$ cat src/rtl/ip_dec_pkg.sv
// Shared definitions for the parametrised IPv4 header decoder: FSM state
// encoding, error codes, the IPv4 version constant and the ones'-complement
// fold used by the header checksum.
package ip_dec_pkg;

  typedef enum logic [2:0] {
    ST_IDLE = 3'd0,
    ST_HDR  = 3'd1,
    ST_OPT  = 3'd2,
    ST_PAY  = 3'd3,
    ST_SKIP = 3'd4,
    ST_ERR  = 3'd5
  } state_e;

  localparam logic [2:0] ERR_NONE    = 3'd0;
  localparam logic [2:0] ERR_VERSION = 3'd1;
  localparam logic [2:0] ERR_IHL     = 3'd2;
  localparam logic [2:0] ERR_CHKSUM  = 3'd3;
  localparam logic [2:0] ERR_LENGTH  = 3'd4;
  localparam logic [2:0] ERR_TTL     = 3'd5;
  localparam logic [2:0] ERR_PROTO   = 3'd6;
  localparam logic [2:0] ERR_TRUNC   = 3'd7;

  localparam logic [3:0] IPV4_VERSION = 4'd4;

  // Fold an 18-bit partial sum into 16 bits with end-around carry.
  // The second add cannot overflow: a carry out of the first add leaves
  // at most 16'd2 in the low half.
  function automatic logic [15:0] ones_fold16(input logic [17:0] sum);
    logic [16:0] t;
    t = {1'b0, sum[15:0]} + {15'd0, sum[17:16]};
    return t[15:0] + {15'd0, t[16]};
  endfunction

endpackage

$ cat src/rtl/ip_chksum16.sv
// Ones'-complement header checksum accumulator. sum_o already includes the
// word presented this cycle, so the caller can compare it on the last
// header word without waiting an extra cycle. clr_i restarts the sum with
// the current word.
module ip_chksum16
  import ip_dec_pkg::*;
(
  input  logic        clk_i,
  input  logic        rst_ni,
  input  logic        clr_i,
  input  logic        add_i,
  input  logic [31:0] word_i,
  output logic [15:0] sum_o
);

  logic [15:0] acc_q;
  logic [15:0] base_s;

  assign base_s = clr_i ? 16'd0 : acc_q;
  assign sum_o  = ones_fold16({2'b00, base_s} + {2'b00, word_i[31:16]} + {2'b00, word_i[15:0]});

  // Accumulator register: take the folded sum on each added word.
  always_ff @(posedge clk_i or negedge rst_ni) begin
    if (!rst_ni) begin
      acc_q <= 16'd0;
    end else if (add_i) begin
      acc_q <= sum_o;
    end else if (clr_i) begin
      acc_q <= 16'd0;
    end
  end

endmodule

$ cat src/rtl/ip_decoder_param.sv
// Parametrised IPv4 header decoder. Latches header fields, skips option
// words, validates the header and forwards only payload bytes with byte
// enables, dropping link-layer padding.
// Optional build macro: IP_DEC_CHKSUM_EN enables header checksum checking;
// without it the checksum field is ignored and error code 3 never occurs.
module ip_decoder_param
  import ip_dec_pkg::*;
#(
  parameter int unsigned MAX_LEN      = 1500,
  parameter logic [7:0]  PROTO_FILTER = 8'd0,
  parameter logic [7:0]  MIN_TTL      = 8'd1
) (
  input  logic        clk,
  input  logic        reset,
  input  logic [31:0] data,
  input  logic        start,
  output logic [3:0]  version,
  output logic [3:0]  IHL,
  output logic [7:0]  type_of_ser,
  output logic [7:0]  time_to_live,
  output logic [7:0]  protocol,
  output logic [15:0] total_length,
  output logic [15:0] identification,
  output logic [2:0]  flag,
  output logic [12:0] frag_offset,
  output logic [31:0] src_ip,
  output logic [31:0] dest_ip,
  output logic [15:0] len_out,
  output logic [31:0] data_out,
  output logic [3:0]  keep,
  output logic        wr_en,
  output logic        ok,
  output logic        fin,
  output logic [2:0]  err_code
);

  localparam logic [15:0] MAX_LEN_C = 16'(MAX_LEN);

  state_e      state_q, state_d;
  logic [3:0]  idx_q, idx_d;
  logic [15:0] rem_q, rem_d;
  logic [3:0]  version_q, version_d, ihl_q, ihl_d;
  logic [7:0]  tos_q, tos_d, ttl_q, ttl_d, proto_q, proto_d;
  logic [15:0] tl_q, tl_d, ident_q, ident_d, len_q, len_d;
  logic [2:0]  flag_q, flag_d;
  logic [12:0] frag_q, frag_d;
  logic [31:0] src_q, src_d, dst_q, dst_d, dout_q, dout_d;
  logic [3:0]  keep_q, keep_d;
  logic        wr_q, wr_d, ok_q, ok_d, fin_q, fin_d;
  logic [2:0]  err_q, err_d;

  logic [15:0] hdr_bytes_s;
  logic [15:0] pay_len_s;
  logic        last_hdr_s;
  logic        chk_bad_s;
  logic [2:0]  err_s;
  logic [3:0]  keep_last_s;
  logic [31:0] mask_s;

`ifdef IP_DEC_CHKSUM_EN
  logic [15:0] chk_sum_s;
  logic        chk_clr_s;
  logic        chk_add_s;

  assign chk_clr_s = (state_q == ST_IDLE) && start;
  assign chk_add_s = start && ((state_q == ST_IDLE) || (state_q == ST_HDR) || (state_q == ST_OPT));

  ip_chksum16 u_chksum (
    .clk_i  (clk),
    .rst_ni (reset),
    .clr_i  (chk_clr_s),
    .add_i  (chk_add_s),
    .word_i (data),
    .sum_o  (chk_sum_s)
  );

  assign chk_bad_s = (chk_sum_s != 16'hFFFF);
`else
  assign chk_bad_s = 1'b0;
`endif

  assign hdr_bytes_s = {10'd0, ihl_q, 2'b00};
  assign pay_len_s   = tl_q - hdr_bytes_s;
  // Header ends on word 4 unless options follow; option words run to IHL-1.
  assign last_hdr_s  = (state_q == ST_HDR) ? ((idx_q == 4'd4) && (ihl_q <= 4'd5))
                                           : (idx_q == (ihl_q - 4'd1));
  assign mask_s      = {{8{keep_last_s[3]}}, {8{keep_last_s[2]}},
                        {8{keep_last_s[1]}}, {8{keep_last_s[0]}}};

  // Header check result, highest-priority failure first.
  always_comb begin
    if (version_q != IPV4_VERSION) begin
      err_s = ERR_VERSION;
    end else if (ihl_q < 4'd5) begin
      err_s = ERR_IHL;
    end else if (chk_bad_s) begin
      err_s = ERR_CHKSUM;
    end else if ((tl_q < hdr_bytes_s) || (tl_q > MAX_LEN_C)) begin
      err_s = ERR_LENGTH;
    end else if (ttl_q < MIN_TTL) begin
      err_s = ERR_TTL;
    end else if ((PROTO_FILTER != 8'd0) && (proto_q != PROTO_FILTER)) begin
      err_s = ERR_PROTO;
    end else begin
      err_s = ERR_NONE;
    end
  end

  // Byte enables for the final payload word from the remaining byte count.
  always_comb begin
    case (rem_q[1:0])
      2'd1:    keep_last_s = 4'b1000;
      2'd2:    keep_last_s = 4'b1100;
      2'd3:    keep_last_s = 4'b1110;
      default: keep_last_s = 4'b1111;
    endcase
  end

  // Next-state and output logic of the packet FSM.
  always_comb begin
    state_d = state_q;   idx_d   = idx_q;   rem_d  = rem_q;
    version_d = version_q; ihl_d = ihl_q;   tos_d  = tos_q;
    ttl_d   = ttl_q;     proto_d = proto_q; tl_d   = tl_q;
    ident_d = ident_q;   flag_d  = flag_q;  frag_d = frag_q;
    src_d   = src_q;     dst_d   = dst_q;   len_d  = len_q;
    ok_d    = ok_q;      err_d   = err_q;
    dout_d  = 32'd0;     keep_d  = 4'd0;    wr_d   = 1'b0;  fin_d = 1'b0;

    case (state_q)
      ST_IDLE: begin
        if (start) begin
          version_d = data[31:28];
          ihl_d     = data[27:24];
          tos_d     = data[23:16];
          tl_d      = data[15:0];
          ok_d      = 1'b0;
          err_d     = ERR_NONE;
          idx_d     = 4'd1;
          state_d   = ST_HDR;
        end else begin
          state_d   = ST_IDLE;
        end
      end
      ST_HDR, ST_OPT: begin
        if (!start) begin
          err_d   = ERR_TRUNC;
          ok_d    = 1'b0;
          fin_d   = 1'b1;
          state_d = ST_IDLE;
        end else begin
          if (state_q == ST_HDR) begin
            case (idx_q)
              4'd1:    begin ident_d = data[31:16]; flag_d = data[15:13]; frag_d = data[12:0]; end
              4'd2:    begin ttl_d = data[31:24]; proto_d = data[23:16]; end
              4'd3:    src_d = data;
              4'd4:    dst_d = data;
              default: src_d = src_q;
            endcase
          end else begin
            idx_d = idx_q;
          end
          if (last_hdr_s) begin
            len_d = pay_len_s;
            rem_d = pay_len_s;
            err_d = err_s;
            if (err_s != ERR_NONE) begin
              ok_d    = 1'b0;
              state_d = ST_ERR;
            end else if (pay_len_s == 16'd0) begin
              ok_d    = 1'b1;
              fin_d   = 1'b1;
              state_d = ST_SKIP;
            end else begin
              ok_d    = 1'b1;
              state_d = ST_PAY;
            end
          end else begin
            idx_d   = idx_q + 4'd1;
            state_d = (idx_q >= 4'd4) ? ST_OPT : state_q;
          end
        end
      end
      ST_PAY: begin
        if (!start) begin
          err_d   = ERR_TRUNC;
          ok_d    = 1'b0;
          fin_d   = 1'b1;
          state_d = ST_IDLE;
        end else if (rem_q <= 16'd4) begin
          wr_d    = 1'b1;
          keep_d  = keep_last_s;
          dout_d  = data & mask_s;
          fin_d   = 1'b1;
          rem_d   = 16'd0;
          state_d = ST_SKIP;
        end else begin
          wr_d    = 1'b1;
          keep_d  = 4'hF;
          dout_d  = data;
          rem_d   = rem_q - 16'd4;
        end
      end
      ST_SKIP: begin
        state_d = start ? ST_SKIP : ST_IDLE;
      end
      ST_ERR: begin
        if (!start) begin
          fin_d   = 1'b1;
          state_d = ST_IDLE;
        end else begin
          state_d = ST_ERR;
        end
      end
      default: begin
        state_d = ST_IDLE;
      end
    endcase
  end

  // State and output registers; reset clears everything immediately.
  always_ff @(posedge clk or negedge reset) begin
    if (!reset) begin
      state_q <= ST_IDLE; idx_q <= 4'd0;  rem_q <= 16'd0;
      version_q <= 4'd0;  ihl_q <= 4'd0;  tos_q <= 8'd0;
      ttl_q <= 8'd0;      proto_q <= 8'd0; tl_q <= 16'd0;
      ident_q <= 16'd0;   flag_q <= 3'd0; frag_q <= 13'd0;
      src_q <= 32'd0;     dst_q <= 32'd0; len_q <= 16'd0;
      dout_q <= 32'd0;    keep_q <= 4'd0; wr_q <= 1'b0;
      ok_q <= 1'b0;       fin_q <= 1'b0;  err_q <= 3'd0;
    end else begin
      state_q <= state_d; idx_q <= idx_d; rem_q <= rem_d;
      version_q <= version_d; ihl_q <= ihl_d; tos_q <= tos_d;
      ttl_q <= ttl_d;     proto_q <= proto_d; tl_q <= tl_d;
      ident_q <= ident_d; flag_q <= flag_d; frag_q <= frag_d;
      src_q <= src_d;     dst_q <= dst_d; len_q <= len_d;
      dout_q <= dout_d;   keep_q <= keep_d; wr_q <= wr_d;
      ok_q <= ok_d;       fin_q <= fin_d; err_q <= err_d;
    end
  end

  assign version        = version_q;
  assign IHL            = ihl_q;
  assign type_of_ser    = tos_q;
  assign time_to_live   = ttl_q;
  assign protocol       = proto_q;
  assign total_length   = tl_q;
  assign identification = ident_q;
  assign flag           = flag_q;
  assign frag_offset    = frag_q;
  assign src_ip         = src_q;
  assign dest_ip        = dst_q;
  assign len_out        = len_q;
  assign data_out       = dout_q;
  assign keep           = keep_q;
  assign wr_en          = wr_q;
  assign ok             = ok_q;
  assign fin            = fin_q;
  assign err_code       = err_q;

endmodule

$ cat config.mk
export PLATFORM = sky130hd
export DESIGN_NAME = ip_decoder_param
export DESIGN_NICKNAME = d
export VERILOG_FILES = /design/src/rtl/ip_dec_pkg.sv /design/src/rtl/ip_chksum16.sv /design/src/rtl/ip_decoder_param.sv
export SDC_FILE = /design/constraint.sdc
export NUM_CORES = 1
export LEC_CHECK = 0
export BUFFER_PORTS_ARGS = -buffer_cell sky130_fd_sc_hd__buf_2
export CORE_ASPECT_RATIO = 1.75
export CORE_UTILIZATION = 57
export CTS_CLUSTER_DIAMETER = 100
export CTS_CLUSTER_SIZE = 20
export DETAILED_ROUTE_END_ITERATION = 10
export PLACE_DENSITY = 0.82
export SETUP_SLACK_MARGIN = 0.1
export SLEW_MARGIN = 0
export SYNTH_ARGS = -nofsm -noshare
export SYNTH_HDL_FRONTEND = slang
export SYNTH_SLANG_ARGS = --single-unit
$ cat constraint.sdc
create_clock -name clk -period 6.2 [get_ports clk]
set_clock_uncertainty 0.05 [all_clocks]
set_input_delay 0.93 -clock clk [delete_from_list [all_inputs] [get_ports clk]]
set_output_delay 0.93 -clock clk [all_outputs]
set_load 0.02 [all_outputs]
# Yosys cells after proc, flatten, opt, wreduce, memory -nomap -nowiden
# Cells that the tools add are included.
# op_classes
n_reduce_logical	19
div	0
muxes	53
shift	0
bitwise_logic	1
magnitude_cmp	7
eq_ne	23
add_sub_neg	4
n_mul	0
# op_table
cell	n
2-to-1 mux 32 bit	3
2-to-1 mux 16 bit	4
2-to-1 mux 3 bit	17
bitwise AND 32 bit	1
case mux 16 bit (2 select lines)	1
AND reduction 4 bit	7
2-to-1 mux 4 bit	6
case mux 3 bit (3 select lines)	2
greater-than comparator 16 x 11 -> 1 bit (second input constant)	1
<= comparator 16 x 3 -> 1 bit (second input constant)	1
logical NOT 16 bit	1
less-than comparator 16 x 6 -> 1 bit	1
2-to-1 mux 1 bit	16
subtractor 16 x 3 -> 16 bit (second input constant)	1
subtractor 16 x 6 -> 16 bit	1
case mux 3 bit (5 select lines)	1
!= test 2 bit (second input constant)	6
equality test 4 x 2 -> 1 bit (second input constant)	2
less-than comparator 8 x 1 -> 1 bit (second input constant)	1
case mux 4 bit (2 select lines)	1
equality test 3 x 2 -> 1 bit (second input constant)	2
equality test 3 bit (second input constant)	2
!= test 3 bit (second input constant)	2
case mux 1 bit (3 select lines)	2
other kinds (21)	25
# totals
out_inout_bits	202
input_bits	35
mem_bits_ro	0
ram_bits	0
mem_count	0
register_bits	225
latch_bits	0
word_cells	128

# Logic depth before layout (Yosys ltp)
# Gate-level depths: netlist of the first run.
# logic_depth
word_depth	10
depth_mapped	10
mapped_depth_nobuf	10

# Worst setup path after synthesis of the first run
# OpenSTA, ideal clock, no wires.
# synth_path
path_type	register -> register
start	register ihl_q[0], in the netlist IHL[0]
end	register state_q[2]
path_stages_with_launch	10
synth_period_minus_slack_ps	2636
n_path_buf	0
t_required_ps	6056
t_arrival_ps	2492
slack_ps	3564
setup_ps	94
cell_sequence	dfrtp_1 > ha_1 > inv_1 > fa_1 > a21o_1 > a211oi_4 > xnor2_1 > nand4_1 > or3_1 > a211oi_1
# synth_between
elab_chain_cells	10
word_cells_on_any_way	21
classes_between	add/sub (2); order compare (3); eq/ne (2); mux (9); reduce/logical (5)
# synth_lines
element	line_no	rtl
start, declared	ip_decoder_param.sv:42	logic [3:0] version_q, version_d, ihl_q, ihl_d;
start signal, assigned	ip_decoder_param.sv:232	version_q <= version_d; ihl_q <= ihl_d; tos_q <= tos_d;
less-than comparator 16 x 6 -> 1 bit	ip_decoder_param.sv:98	end else if ((tl_q < hdr_bytes_s) || (tl_q > MAX_LEN_C)) begin
logical OR 1 bit	ip_decoder_param.sv:98	
2-to-1 mux 3 bit	ip_decoder_param.sv:98	
2-to-1 mux 3 bit	ip_decoder_param.sv:94	end else if (ihl_q < 4'd5) begin
2-to-1 mux 3 bit	ip_decoder_param.sv:92	if (version_q != IPV4_VERSION) begin
nonzero test 3 bit	ip_decoder_param.sv:166	if (err_s != ERR_NONE) begin
2-to-1 mux 3 bit	ip_decoder_param.sv:166	
2-to-1 mux 3 bit	ip_decoder_param.sv:162	if (last_hdr_s) begin
2-to-1 mux 3 bit	ip_decoder_param.sv:145	if (!start) begin
case mux 3 bit (5 select lines)	ip_decoder_param.sv:129	case (state_q)
end signal, assigned	ip_decoder_param.sv:231	state_q <= state_d; idx_q <= idx_d; rem_q <= rem_d;
end, declared	ip_decoder_param.sv:39	state_e state_q, state_d;
# Parallel ways exist; a longest one is shown, timed or not.
# A chain may end at the register's enable or synchronous reset.

# Final worst setup path of the first run
# Same ends and word-level chain as after synthesis.

==> results.txt, run 1 <==
Number of global-route vias before repair - 7330
Total DRC errors in the routed layout - 0
Number of distinct library cells after synthesis - 72
Sum of buffers and inverters on the critical path - 1
Final-stage net count - 1047
Layout Area Growth over Synthesis - 18.3%
Ratio of cells with drive above 1 in the final layout - 42.1%
# Post-CTS Setup Buffers - 0
Number of clock sinks seen by CTS - 224
Pin count of the biggest net entering global routing - 91
Clock transition time at the flip-flop clock pins of the worst setup and hold paths - 90 ps
Sequential cell area fraction in the yosys report - 57.9%
Number of synthesis warnings - 0
Worst hold margin - 398 ps
Average wire length per cell after detail routing - 20.8 um
Post-route antenna net violation count - 0
Number of H-tree levels - 1
Site row count - 62
Synth Flop Type - sky130_fd_sc_hd__dfrtp_1
IO buf count - 236
DRC violation total after the first TritonRoute iteration - 284
Post-route non-filler standard cell count - 1220
Cell area reported after detailed placement - 11100 um2
Number of vias per cell after detailed routing - 5.81
Worst Setup Slack post-DPL - 2810 ps
Element type at the critical path end - register
Switching power total - 2.86 mW
Routed wire length - 25.4 mm
Worst min-delay path category - in -> async
Share of total power in the clock network - 14.1%
Final core utilization - 69.3%
Final hold violation count - 0
Slew @ Worst Pin - 1090 ps
Horizontal extent of the die - 101 um
Leak pwr - 5.75 nW
Post-route worst setup slack - 3140 ps
Filler Cell Count - 1217
Multi-input logic area - 3860 um2
Unrepaired setup endpoints after global routing - false
Final period utilization - 49.3%
PD cells - 571 nW/um2
Last weighted congestion value of the routability-driven placer - 0.984
Nets in the synthesized netlist - 823
Number of buffers created by CTS - 15
Detailed-routing iteration count for the pre-antenna-repair pass - 4
Max capacitance violation total - 0
Clock tree from TritonCTS - built
Summed instance area of the synthesized netlist - 9680 um2
Relative contribution of combinational cells to total power - 47.9%
Total power after layout - 6.54 mW
Number of max-slew violations in the final report - 0
Die span in y - 174 um
Count of flip-flops with a built-in enable after synthesis - 0
FF/Latch Area - 5610 um2
Peak supply drop - 0.364 mV
Highest attainable clock frequency - 0.327 GHz
First-pass GRT wire length - 39.8 mm
Cell with the largest stage delay on the worst path - sky130_fd_sc_hd__dfrtp_1
Final setup violating endpoints - 0
Overall die area - 17500 um2
Avg Synthesized Cell Area - 12.5 um2
Total GRT Usage - 29.7%
Maximum count of clock buffers along a single path - 3
Number of antenna diodes - 0
Post-cts sizing count - 0
I/O Pins - 237
DP HPWL - 18.4 mm
Worst-skew pair later-pin latency - 490 ps
Synthesis-stage register bit count - 224
WP data arrival - 3400 ps
Switching fraction of total power - 43.8%
Initial Util - 58.6%
Crit-path max FO - 6
Setup crit start kind - register
Result of the run - finished, final reports clean
Sequential share of power - 38.0%
Setup TNS - 0 ps
Clock tree root driver cell - sky130_fd_sc_hd__clkbuf_16
Summed area of non-filler cells in the final layout - 11500 um2
Final period demand of the worst path - 3060 ps
Int Pwr - 3.68 mW
Crit-path max cell delay - 540 ps
Worst rel slew slack - 26.3%
Hold-fix buffers at CTS - 0
Post-synth ARST share - 100%
Vias after detailed routing - 7084
Synthesized instance count - 772
Setup Crit Path Kind - reg -> reg
WP data required - 6550 ps
Grt total ovfl - 0
Cells along the critical path - ha_1 > inv_1 > fa_1 > a21o_1 > a211oi_4 > xnor2_1 > nand4_1 > or3_1 > a211oi_1
Core Region - 16500 um2
Delay-heaviest family, CP - compound AO/OA/AOI/OAI gates
# placed instances - 1203
Initial antenna violation count - 0
synth_stat cells, types with 3 or more instances:
master / n / area [um2]
sky130_fd_sc_hd__or3_1: 3 / 18.8
sky130_fd_sc_hd__clkbuf_1: 15 / 56.3
sky130_fd_sc_hd__o21ai_1: 32 / 160
sky130_fd_sc_hd__ha_1: 15 / 188
sky130_fd_sc_hd__o211ai_1: 3 / 22.5
sky130_fd_sc_hd__buf_2: 14 / 70.1
sky130_fd_sc_hd__nor2_1: 43 / 161
sky130_fd_sc_hd__mux2_1: 3 / 33.8
sky130_fd_sc_hd__or4_1: 7 / 52.6
sky130_fd_sc_hd__and2_1: 33 / 206
sky130_fd_sc_hd__mux2_2: 139 / 1570
sky130_fd_sc_hd__a21o_1: 4 / 30.0
sky130_fd_sc_hd__nand3_1: 8 / 40.0
sky130_fd_sc_hd__nand2b_1: 5 / 31.3
sky130_fd_sc_hd__a21oi_1: 19 / 95.1
sky130_fd_sc_hd__nor3_1: 13 / 65.1
sky130_fd_sc_hd__xnor2_2: 3 / 48.8
sky130_fd_sc_hd__a32oi_1: 3 / 26.3
sky130_fd_sc_hd__buf_4: 3 / 22.5
sky130_fd_sc_hd__xnor2_1: 9 / 78.8
sky130_fd_sc_hd__o21ai_0: 16 / 80.1
sky130_fd_sc_hd__dfrtp_1: 224 / 5610
sky130_fd_sc_hd__o2111ai_1: 3 / 26.3
sky130_fd_sc_hd__a211oi_1: 5 / 37.5
sky130_fd_sc_hd__xor2_1: 5 / 43.8
sky130_fd_sc_hd__a31oi_1: 5 / 31.3
sky130_fd_sc_hd__nor2b_1: 4 / 25.0
sky130_fd_sc_hd__nand4_1: 6 / 37.5
sky130_fd_sc_hd__nand2_1: 49 / 184
sky130_fd_sc_hd__inv_1: 20 / 75.1
sky130_fd_sc_hd__nor4_1: 9 / 56.3
final timing paths:
check / from / to / slack (ps) / depth (start not counted)
min in group clk: len_out[1] / len_out[1] / 410 / 2
setup reg to reg: IHL[0] / state_q[2] / 3140 / 9
setup / recovery: IHL[0] / state_q[2] / 3140 / 9
hold reg to reg: len_out[1] / len_out[1] / 410 / 2
hold / removal: reset / keep[0] / 400 / 1
max in group asynchronous: reset / dest_ip[16] / 4270 / 2
power by group through the flow:
stage	logic (mW)	clock network (mW)	registers [mW]
2_1_floorplan	1.49	0	3.03
3_3_place_gp	3.06	0	2.47
3_5_place_dp	3.12	0	2.50
4_1_cts	3.13	0.943	2.48
5_1_grt	3.33	0.995	2.56
6_report	3.13	0.925	2.49
cell families (layout without fill, tap and decap cells):
family | Yosys count | after routing | share of synthesized area [%]
xor+xnor | 18 | 18 | 2.00
simple gates | 200 | 200 | 11.0
fa+ha+maj | 17 | 17 | 2.25
flops | 224 | 224 | 57.9
mux | 143 | 143 | 16.6
compound gates | 115 | 115 | 7.78
buf+inv | 55 | 279 | 2.43
cell type report:
cell class	count	share of cell area [%]
Tap cell	224	2.45
Clock buffer	15	3.28
Sequential cell	224	48.9
Timing Repair Buffer	241	10.7
Clock inverter	2	0.219
Inverter	21	0.688
Multi-Input combinational cell	493	33.7
layout by cell type, fill, tap and decap left out, types with 6 or more instances in the layout:
cell	n
sky130_fd_sc_hd__a21oi_1	19
sky130_fd_sc_hd__and2_1	33
sky130_fd_sc_hd__buf_2	235
sky130_fd_sc_hd__clkbuf_16	15
sky130_fd_sc_hd__dfrtp_1	224
sky130_fd_sc_hd__ha_1	15
sky130_fd_sc_hd__inv_1	20
sky130_fd_sc_hd__mux2_2	139
sky130_fd_sc_hd__nand2_1	47
sky130_fd_sc_hd__nand3_1	7
sky130_fd_sc_hd__nand4_1	6
sky130_fd_sc_hd__nor2_1	43
sky130_fd_sc_hd__nor3_1	12
sky130_fd_sc_hd__nor4_1	9
sky130_fd_sc_hd__o21ai_0	16
sky130_fd_sc_hd__o21ai_1	31
sky130_fd_sc_hd__or4_1	7
sky130_fd_sc_hd__xnor2_1	9
state kept, by name, summed over array words and instances (netlist names), 4 cells and up:
name	count
identification	16
IHL	4
version	4
dest_ip	32
data_out	32
rem_q	16
type_of_ser	8
time_to_live	8
protocol	8
frag_offset	13
idx_q	4
keep	4
total_length	16
src_ip	32
len_out	16
worst register-to-register path, cell delays in order (launching register included):
cell and delay [ps]:
sky130_fd_sc_hd__dfrtp_1 540, sky130_fd_sc_hd__ha_1 220, sky130_fd_sc_hd__inv_1 50, sky130_fd_sc_hd__fa_1 390, sky130_fd_sc_hd__a21o_1 230, sky130_fd_sc_hd__a211oi_4 290
sky130_fd_sc_hd__xnor2_1 290, sky130_fd_sc_hd__nand4_1 300, sky130_fd_sc_hd__or3_1 410, sky130_fd_sc_hd__a211oi_1 200
metal layers:
layer / vias up / wire length, um / track usage, %
li1: 3167 / - / -
met1: 3563 / 9280 / 34.6
met2: 267 / 13200 / 51.1
met3: 87 / 1420 / 5.15
met4: 0 / 1530 / 16.8
met5: - / 0 / 0
Note: power is estimated with default switching activity, not from simulation.
==> run 2, diff against run 1 <==
Settings changed: CORE_UTILIZATION 57 to 54, PLACE_DENSITY 0.82 to 0.79.
Clock period 6.2 ns to 3.1 ns, I/O delays scaled along.
==> run 2 against run 1 <==
  * Power increased by 100%
  * Clock power rose by 100%
  * Via count about the same
  * Count of clock-buffer cells in the layout stayed put
  * Wire length rose by 3.4%
  * Global-route usage fell by 0.19 points
  * Fmax up 6.6%
  * Critical path depth did not move
  * Final cell count increased by 1.8%
  * Worst hold slack lost 200 ps
  * Cell area increased by 1.4%
  * Sequential share of layout area is 0.65 points lower
==> results.txt, run 2 (synthesized netlist as in run 1, its figures left out) <==
Result of the run - finished, final reports clean
Element type at the critical path end - register
PD cells - 1140 nW/um2 (+99%)
Length of routed wiring on met1 - 9.49 mm (+2.2%)
Overall die area - 18500 um2 (+5.5%)
Setup Crit Path Kind - reg -> reg
Met3 layer wire length in the routed design - 1.38 mm (-3.2%)
DRC violation total after the first TritonRoute iteration - 247 (-13%)
Last weighted congestion value of the routability-driven placer - 0.938 (-4.6%)
Summed area of non-filler cells in the final layout - 11600 um2 (+1.4%)
Layout Area Growth over Synthesis - 19.9%
# Post-CTS Setup Buffers - 0 (unchanged)
Pin count of the biggest net entering global routing - 72 (-21%)
Grt total ovfl - 0 (unchanged)
CP startpoint - IHL[0]
Final period utilization - 92.5% (+43 points)
Peak supply drop - 0.738 mV (+100%)
Worst-skew pair later-pin latency - 490 ps (about the same)
Average wire length per cell after detail routing - 21.1 um (+1.5%)
Site row count - 64 (+3.2%)
Setup crit start kind - register
Worst r2r src - IHL[0]
Final-stage net count - 1062 (+1.4%)
Top library cells by usage in the layout, fill and taps aside - sky130_fd_sc_hd__buf_2, sky130_fd_sc_hd__dfrtp_1, sky130_fd_sc_hd__mux2_2, sky130_fd_sc_hd__nand2_1, sky130_fd_sc_hd__nor2_1
WP data required - 3440 ps (-3110 ps)
Worst min-delay path category - in -> reg
Number of max-slew violations in the final report - 0 (unchanged)
Clock transition time at the flip-flop clock pins of the worst setup and hold paths - 90 ps (about the same)
Endpoint of the worst setup timing path - state_q[2]
Number of antenna diodes - 0 (unchanged)
Highest attainable clock frequency - 0.349 GHz (+6.6%)
Worst Setup Slack post-DPL - 261 ps (-2550 ps)
Routed wire length - 26.2 mm (+3.4%)
Clock tree root driver cell - sky130_fd_sc_hd__clkbuf_16
Maximum count of clock buffers along a single path - 3 (unchanged)
Vias after detailed routing - 7091 (+0.099%)
Clock tree from TritonCTS - built
Worst rel slew slack - 27.3% (+0.99 points)
I/O Pins - 237 (unchanged)
Core Region - 17500 um2 (+6.1%)
Post-route antenna net violation count - 0 (unchanged)
Register-to-register path setup slack - 230 ps (-2910 ps)
Ratio of cells with drive above 1 in the final layout - 42.9% (+0.86 points)
Final setup violating endpoints - 0 (unchanged)
Number of buffers created by CTS - 15 (unchanged)
Max capacitance violation total - 0 (unchanged)
Number of clock sinks seen by CTS - 224 (unchanged)
Horizontal extent of the die - 103 um (+2.7%)
First-pass GRT wire length - 40.6 mm (+2.1%)
Most common cell after layout, fill and taps aside - sky130_fd_sc_hd__buf_2
Initial Util - 55.2% (-3.4 points)
Number of vias per cell after detailed routing - 5.71 (-1.7%)
Initial antenna violation count - 0 (unchanged)
IO buf count - 236 (unchanged)
Final hold violation count - 0 (unchanged)
Critical R2R Capture - state_q[2]
DP HPWL - 19.4 mm (+5.1%)
Total DRC errors in the routed layout - 0 (unchanged)
R2r worst-path depth - 9 (unchanged)
Leak pwr - 5.83 nW (+1.4%)
Unrepaired setup endpoints after global routing - true
Setup TNS - 0 ps (unchanged)
WP data arrival - 3210 ps (-190 ps)
Post-route worst setup slack - 234 ps (-2910 ps)
Die span in y - 179 um (+2.7%)
Detailed-routing iteration count for the pre-antenna-repair pass - 5 (+1)
Cell area reported after detailed placement - 11200 um2 (+1.3%)
Slew @ Worst Pin - 1060 ps (-30.8 ps)
Number of H-tree levels - 1 (unchanged)
Number of global-route vias before repair - 7336 (+0.082%)
Met2 Wirelength - 13.7 mm (+4.2%)
Worst hold stages - 2
Crit-path max FO - 6 (unchanged)
Top layer reached by signal wires - met4
Final period demand of the worst path - 2870 ps (-189 ps)
Total GRT Usage - 29.5% (-0.19 points)
==> run 2: cell types whose count changed in the layout (fill, tap and decap cells not counted), sizes merged <==
| cell | change |
|---|---|
| buf | +14 |
| dlygate4sd3 | +1 |
==> run 2: final cells by class <==
class	instances	area, um2
fill	1381	5930
sequential	224	5610
multi-input combinational	493	3860
timing repair buffer	256	1370
clock buffer	15	375
tap	231	289
inverter	21	78.8
clock inverter	2	25.0
==> run 2: critical path, stage by stage, from the launching register on <==
cell,delay (ps)
sky130_fd_sc_hd__dfrtp_1,490
sky130_fd_sc_hd__ha_1,200
sky130_fd_sc_hd__inv_1,50
sky130_fd_sc_hd__fa_1,390
sky130_fd_sc_hd__a21o_1,230
sky130_fd_sc_hd__a211oi_4,330
sky130_fd_sc_hd__xnor2_1,240
sky130_fd_sc_hd__nand4_1,200
sky130_fd_sc_hd__or3_1,370
sky130_fd_sc_hd__a211oi_1,230
==> run 2: per-stage QoR <==
step / cells / utilization [%] / power, mW / hold WS (ps)
2_1_floorplan: 772 / - / 9.03 / 119
3_3_place_gp: 1224 / 63.8 / 11.2 / 403
3_5_place_dp: 1224 / 63.8 / 11.4 / 409
4_1_cts: 1242 / 66.2 / 13.3 / 187
5_1_grt: 1242 / 66.2 / 14.0 / 207
6_report: 1242 / 66.2 / 13.2 / 196
==> run 2: worst min-delay path by stage <==
stage          startpoint           end  slack (ps)
4_1_cts          data[12]  data_out[12]         190
5_1_grt          data[12]  data_out[12]         210
6_report         data[12]  data_out[12]         200
2_1_floorplan       reset        IHL[0]         120
3_3_place_gp        reset   data_out[6]         400
3_5_place_dp        reset    dest_ip[6]         410
==> run 2: power by group <==
| part | internal [mW] | switching (mW) | total [mW] |
|---|---|---|---|
| logic | 2.48 | 3.92 | 6.40 |
| clock network | 0.887 | 0.972 | 1.86 |
| registers | 4.06 | 0.895 | 4.96 |
==> run 2: layer usage <==
metal  up-vias  track usage, %
met5         -               0
met4         0            17.9
met2       255            52.0
li1       3198               -
met3        88            5.03
met1      3550            32.6
==> run 2: repair_timing <==
item / 4_1_cts / 5_1_grt
endpoints found under the setup margin: 0 / 1
endpoints found under the hold margin: 65 / 0
hold buffers: 1 / 0
resized for setup: 0 / 1
